===== src/rtl/load_store_unit.sv =====
// Load/store unit: byte/half/word access to a word-wide memory.
// Sub-word stores are read-modify-write; loads are lane-extracted and extended.
module load_store_unit (
  input  logic        clk,
  input  logic        rst,
  input  logic        req_valid,
  output logic        req_ready,
  input  logic        req_we,
  input  logic [2:0]  req_funct3,
  input  logic [31:0] req_addr,
  input  logic [31:0] req_wdata,
  output logic        rsp_valid,
  output logic [31:0] rsp_rdata,
  output logic        rsp_err,
  output logic        mem_we,
  output logic [31:0] mem_a,
  output logic [31:0] mem_wd,
  input  logic [31:0] mem_rd
);

  typedef enum logic [1:0] {
    IDLE,
    READ,
    WRITE,
    RESP
  } state_e;

  state_e      state_q, state_d;
  logic        we_q, we_d;
  logic [2:0]  f3_q, f3_d;
  logic [31:0] addr_q, addr_d;
  logic [31:0] wdata_q, wdata_d;
  logic [31:0] word_q, word_d;
  logic        err_q, err_d;

  logic        illegal;
  logic        misalign;
  logic        bad;
  logic        is_sw;
  logic [7:0]  lane_b;
  logic [15:0] lane_h;
  logic [31:0] ext;
  logic [31:0] merged;

  // Reject unknown width codes, unsigned stores and misaligned H/W accesses
  always_comb begin
    illegal  = (req_funct3 == 3'b011) || (req_funct3[2:1] == 2'b11)
            || (req_we && req_funct3[2]);
    misalign = ((req_funct3[1:0] == 2'b01) && req_addr[0])
            || ((req_funct3[1:0] == 2'b10) && (req_addr[1:0] != 2'b00));
    bad      = illegal || misalign;
    is_sw    = req_we && (req_funct3 == 3'b010);
  end

  // Next state and request capture
  always_comb begin
    state_d = state_q;
    we_d    = we_q;
    f3_d    = f3_q;
    addr_d  = addr_q;
    wdata_d = wdata_q;
    word_d  = word_q;
    err_d   = err_q;
    unique case (state_q)
      IDLE: begin
        if (req_valid) begin
          we_d    = req_we;
          f3_d    = req_funct3;
          addr_d  = req_addr;
          wdata_d = req_wdata;
          err_d   = bad;
          word_d  = '0;
          if (bad)        state_d = RESP;
          else if (is_sw) state_d = WRITE;
          else            state_d = READ;
        end
      end
      READ: begin
        word_d  = mem_rd;
        state_d = we_q ? WRITE : RESP;
      end
      WRITE: state_d = RESP;
      RESP:  state_d = IDLE;
      default: state_d = IDLE;
    endcase
  end

  // State and captured request registers
  always_ff @(posedge clk) begin
    if (rst) begin
      state_q <= IDLE;
      we_q    <= 1'b0;
      f3_q    <= '0;
      addr_q  <= '0;
      wdata_q <= '0;
      word_q  <= '0;
      err_q   <= 1'b0;
    end else begin
      state_q <= state_d;
      we_q    <= we_d;
      f3_q    <= f3_d;
      addr_q  <= addr_d;
      wdata_q <= wdata_d;
      word_q  <= word_d;
      err_q   <= err_d;
    end
  end

  // Lane merge for stores and lane extension for loads
  always_comb begin
    lane_b = word_q[{addr_q[1:0], 3'b000} +: 8];
    lane_h = word_q[{addr_q[1], 4'b0000} +: 16];
    merged = word_q;
    unique case (f3_q[1:0])
      2'b00:   merged[{addr_q[1:0], 3'b000} +: 8] = wdata_q[7:0];
      2'b01:   merged[{addr_q[1], 4'b0000} +: 16] = wdata_q[15:0];
      default: merged = wdata_q;
    endcase
    unique case (f3_q)
      3'b000:  ext = {{24{lane_b[7]}}, lane_b};
      3'b001:  ext = {{16{lane_h[15]}}, lane_h};
      3'b100:  ext = {24'd0, lane_b};
      3'b101:  ext = {16'd0, lane_h};
      default: ext = word_q;
    endcase
  end

  // Outputs; reset suppresses any write or response in flight
  always_comb begin
    req_ready = (state_q == IDLE);
    mem_a     = '0;
    if ((state_q == READ) || (state_q == WRITE))
      mem_a = {addr_q[31:2], 2'b00};
    mem_we    = (state_q == WRITE) && !rst;
    mem_wd    = mem_we ? merged : '0;
    rsp_valid = (state_q == RESP) && !rst;
    rsp_err   = rsp_valid && err_q;
    rsp_rdata = (rsp_valid && !err_q && !we_q) ? ext : '0;
  end

endmodule

===== config.mk =====
export PLATFORM = sky130hd
export DESIGN_NAME = load_store_unit
export DESIGN_NICKNAME = d
export VERILOG_FILES = /design/src/rtl/load_store_unit.sv
export SDC_FILE = /design/constraint.sdc
export NUM_CORES = 1
export LEC_CHECK = 0
export ABC_CLOCK_PERIOD_IN_PS = 2820
export CAP_MARGIN = 20
export CORE_MARGIN = 1
export CORE_UTILIZATION = 25
export DETAILED_ROUTE_END_ITERATION = 12
export MAX_ROUTING_LAYER = met4
export PLACE_DENSITY_LB_ADDON = 0.12
export SLEW_MARGIN = 10
export SYNTH_ARGS = -nofsm -noshare
export SYNTH_HDL_FRONTEND = slang
export SYNTH_SLANG_ARGS = --single-unit

===== constraint.sdc =====
create_clock -name clk -period 2.82 [get_ports clk]
set_input_delay 0.564 -clock clk [delete_from_list [all_inputs] [get_ports clk]]
set_output_delay 0.564 -clock clk [all_outputs]
set_load 0.02 [all_outputs]

Word-level counts from Yosys, hierarchy flattened
Index checks and enable logic that the tools add are counted.
Widths: inputs -> output; s select.
- $add $sub $neg: 2
- multiply operators: 0
- divide/modulo/power cells: 0
- magnitude comparators: 0
- equal/unequal tests: 13
- shift-type cells: 6
- multiplexer cells: 14
- bitwise logic cells: 0
- reduce and logical (&&, ||, !) cells: 24
- operators with widths (cell ; number):
    $mux 32 ; 4
    $pmux 32 s2 ; 2
    $pmux 32 s4 ; 1
    $bwmux 32 ; 2
    $shift 16x7->32 const A ; 1
    $shift 8x7->32 const A ; 1
    $shiftx 16x7->32 ; 1
    $shiftx 32x6->16 ; 1
    $shiftx 32x6->8 ; 1
    $shiftx 8x7->32 ; 1
    $neg 5->7 ; 2
    $logic_and 1x1->1 ; 9
    $eq 2x2->1 const B ; 4
    $pmux 2 s4 ; 1
    $eq 2x1->1 const B ; 3
    $eq 3x2->1 const B ; 2
    $eq 3x3->1 const B ; 2
    $mux 2 ; 3
    $logic_or 1x1->1 ; 5
    $logic_not 2->1 ; 2
    $reduce_and 2->1 ; 2
    $reduce_bool 2->1 ; 2
    $eq 3x1->1 const B ; 1
    $logic_not 1->1 ; 3
    other kinds (3) ; 3
- register bits after elaboration: 103
- latch bits: 0
- memory bits (writable): 0
- ROM bits: 0
- input bits: 103
- output and inout port bits: 100
- word-level logic and storage cells: 66
- memories: 0

Depth between registers and ports, before layout
- depth in word-level cells: 7
- depth in mapped cells: 9
- depth with buffers taken out: 6

Worst setup path after synthesis
OpenSTA, ideal clock, no wires.
- path kind: flip-flop to output port
- start: register addr_q[1]
- end: output port mem_wd[0]
- arrival time: 2084 ps
- required time: 2256 ps
- slack: 172 ps
- cell stages (with the launch flop): 8
- buffers on the path: 2
- cell sequence: dfxtp_1 -> buf_2 -> inv_1 -> ha_1 -> clkbuf_1 -> nor3b_2 -> o21ai_0 -> a21oi_1
- longest elaborated chain between the ends: 5
- elaborated cells between the ends (all ways): 10
- those cells by class: add/sub: 2; shift: 4; mux: 4
- ends and longest elaborated chain (item ; RTL line ; text):
    from (decl) ; 31 ; logic [31:0] addr_q, addr_d;
    from (signal assigned) ; 102 ; addr_q <= addr_d;
    $neg 5->7 (on tied branches) ; 116, 115 ;
    $shiftx 16x7->32 (tied with other cells) ; 116 ; 2'b01: merged[{addr_q[1], 4'b0000} +: 16] = wdata_q[15:0];
    $bwmux 32 (on tied branches) ; 116, 115 ;
    $pmux 32 s2 (*) ; 114 ; unique case (f3_q[1:0])
    $mux 32 (*) ; 135 ; mem_wd = mem_we ? merged : '0;
    to (decl) ; 17 ; output logic [31:0] mem_wd,
Every way passes the cells marked *; elsewhere a longest branch is shown, timed or not.

Final worst setup path
- start: register state_q[0]
- end: output port mem_wd[26]
- longest elaborated chain between the ends: 3
- ends and longest elaborated chain (item ; RTL line ; text):
    from (decl) ; 28 ; state_e state_q, state_d;
    from (signal assigned) ; 99 ; state_q <= state_d;
    $eq 2x2->1 ; 134 ; mem_we = (state_q == WRITE) && !rst;
    $logic_and 1x1->1 ; 134 ;
    $mux 32 ; 135 ;
Every way passes these cells.

==> results.yml <==
floorplan:
  ioPinCount: 203
  die_w_um: 158
  coreArea_mm2: 0.0237
  dieArea_mm2: 0.0250
  initial_utilization_pct: 25.8
  num_rows: 56
  fp.dieH_um: 158
placement:
  portBuffers: 200
  pre_cts_slack_ns: -0.0394
  gp_congestion: 0.870
  dpl.hpwl_um: 18000
final_layout:
  seq_area_mm2: 0.00207
  drive_above_1_share_pct: 13.3
  areaGrowthSynthToFinish_pct: 44.9
  layout.nets: 1078
  antenna_cells: 0
  multi_input_area_mm2: 0.00367
  fillers: 2618
clock_tree:
  h-tree-depth: 3
  ctsLongestPathBuffers: 2
  clkTransAtPathRegs_ns: 0.08
  cts_tree: "yes"
  cts_sinks: 103
  numCtsBuffers: 9
  clk_latency_ns: 0.36
  cts_root_buffer: "clkbuf_16"
sta:
  max_freq_mhz: 370
  worst_slack_ns: 0.115
  finalWorstPathRequiredPeriod_ns: 2.71
  drv_slew: 0
  hold_viol_final: 0
  whs_ns: 0.452
  max_slew_margin_pct: 64.3
  fin_crit_sh_pct: 95.9
  finalClockSkew_ns: 0.00727
  rsz0062_at_grt: "false"
  setup_violations: 0
  setup_tns_ns: 0
  tightest_slew_ns: 0.535
routing:
  routedWlPerCell_um: 19.3
  ant_nets: 0
  drtIter0Drc: 337
  drc_errors: 0
  drt-total-wl_um: 24800
  viasPerCell: 4.94
  via_count: 6373
  first_pass_iters: 4
setup_path:
  worst-setup-path-type: "flip-flop to output port"
  cp_max_fo: 5
  crit_path_end_kind: "output port"
  crit_chain: "inv_1 -> ha_2 -> nand2b_4 -> inv_4 -> and4b_2 -> a221o_1 -> dlygate4sd2_1"
  cp-start-kind: "flip-flop"
  crit_required_ns: 2.26
  cp_slowest_cell: "a221o_1"
  max_stage_delay_ns: 0.36
  arrival_ns: 2.14
grt:
  antenna_found_initial: 0
  grt_use_total_pct: 20.7
  grt_pass1_vias: 6323
  grt_pass1_wl_um: 37600
  overflow: 0
  grt_start_max_net_pins: 49
synthesis:
  synthAdderAreaFrac_pct: 1.85
  ys_seq_area_share_pct: 33.8
  yosysMostFrequentCell: "nand2_1"
  ys.flop_type: "dfxtp_1"
  yosysTopAreaCellShare_pct: 33.8
  synthCells: 774
  synth_top_family_by_area: "compound AO/OA/AOI/OAI gates"
  synth_top_area_cell: "dfxtp_1"
  synthMuxAreaShare_pct: 5.78
  synth_compound_area_share_pct: 26.2
  ys_seq_elements: 103
  synthXorXnorAreaFrac_pct: 0
  synth_area_leaders: "dfxtp_1 (34%), nand2_1 (9.5%), a21oi_1 (6.2%)"
  async_reset_ff_share_pct: 0
  synth_edf_count: 0
  synth-simple-area-share_pct: 25.3
  synth.top_cells.by_count: "nand2_1 (155), dfxtp_1 (103), a21oi_1 (76)"
  yosysUniqueCellTypes: 55
  syn_avg_cell_area_um2: 7.88
  synth_warnings: 0
  syn-cell-area_mm2: 0.00610
power:
  seq_power_share_pct: 33.1
  power_uw: 6260
  irDropWorstVdd_uv: 420
  power.switching_uw: 2680
  p_per_area_mw_per_mm2: 707
  leakage_uw: 0.00325
  internal_power_uw: 3570
  combPwrFrac_pct: 45.2
  power_frac_clock_pct: 21.7
  switching_share_pct: 42.9
run:
  maxCapViolCount: 0
worst_hold_path:
  hold_class: "flip-flop to flip-flop"
outcome:
  status: "finished clean"
==> worst paths after layout <==
kind	startpoint	to	slack, ns	cells past startpoint
hold / removal	addr_q[23]	addr_q[23]	0.45	2
setup / recovery	state_q[0]	mem_wd[26]	0.11	7
hold reg to reg	addr_q[23]	addr_q[23]	0.45	2
setup reg to reg	state_q[1]	f3_q[0]	1.00	6
==> critical path: cells and delay by family (launching register included) <==
kind / cells / cell delay, ns
AOI/OAI and AO/OA: 1 / 0.36
DFF: 1 / 0.34
and+or+nand+nor: 2 / 0.42
buffers and inverters: 3 / 0.43
adders and majority gates: 1 / 0.23
==> metal layers <==
layer,track usage [%],wire [um],vias up
met5,-,0,-
met4,6.27,506,0
met3,5.45,1760,29
met2,32.7,11500,204
met1,25.8,11000,2963
li1,-,-,3177
==> cell usage in the layout, fill, tap and decap left out, types with 3 or more instances in the layout <==
| cell | n |
|---|---|
| a21oi_1 | 76 |
| a221o_1 | 16 |
| a31oi_1 | 9 |
| a32oi_1 | 32 |
| and2_1 | 32 |
| buf_12 | 5 |
| buf_4 | 49 |
| buf_6 | 5 |
| clkbuf_16 | 9 |
| clkbuf_2 | 20 |
| clkdlybuf4s15_1 | 6 |
| clkdlybuf4s50_1 | 135 |
| dfxtp_1 | 100 |
| dfxtp_2 | 3 |
| dlygate4sd2_1 | 36 |
| ha_1 | 8 |
| inv_1 | 6 |
| mux2i_1 | 31 |
| nand2_1 | 154 |
| nand2b_1 | 3 |
| nand2b_2 | 3 |
| nand3_1 | 17 |
| nand4_1 | 9 |
| nor2_1 | 35 |
| nor2b_1 | 18 |
| nor4b_1 | 6 |
| nor4b_2 | 9 |
| o211ai_1 | 15 |
| o21ai_0 | 36 |
| o21ai_1 | 21 |
| o221a_1 | 15 |
| o31ai_1 | 8 |
==> state kept, by name, indices dropped and copies added (netlist names) <==
signal	count
addr_q	32
err_q	1
f3_q	3
state_q	2
wdata_q	32
we_q	1
word_q	32
==> what timing repair did <==
item | 4_1_cts | 5_1_grt
gates resized for setup | 82 | 57
endpoints found under the setup margin | 64 | 52
pin swaps | 1 | 0
gates cloned | 1 | 0
hold buffers | 0 | 0
buffers inserted | 3 | 0
==> area by class of cell <==
cell class	instances	share of cell area, %
clock buffer	9	2.55
clock inverter	7	1.03
inverter	8	0.368
multi-input combinational	586	41.5
sequential	103	23.4
tap	319	4.51
timing repair buffer	258	26.7
==> cell families (layout without fill, tap and decap cells) <==
family / Yosys count / in the layout
AND/OR/NAND/NOR: 302 / 303
buffers and inverters: 87 / 282
AO/OA/AOI/OAI: 237 / 237
flip-flops: 103 / 103
multiplexers: 35 / 35
adder cells (fa/ha/maj): 9 / 9
other: 1 / 2
==> power by group through the flow <==
stage	logic, uW	registers [uW]	clock network (uW)
finish	2830	2070	1360
global route	3110	2100	1470
CTS	2850	2070	1420
detailed placement	2830	2100	0
global placement	2830	2100	0
floorplan	1760	1940	0
==> through the flow <==
stage,util (%),cell area (um^2),instances
6_report,37.3,8840,1290
3_3_place_gp,36.3,8600,1270
3_5_place_dp,36.3,8600,1270
5_1_grt,37.3,8840,1290
2_1_floorplan,-,6110,775
4_1_cts,37.7,8920,1290
Note: power is estimated with default switching activity, not from simulation.
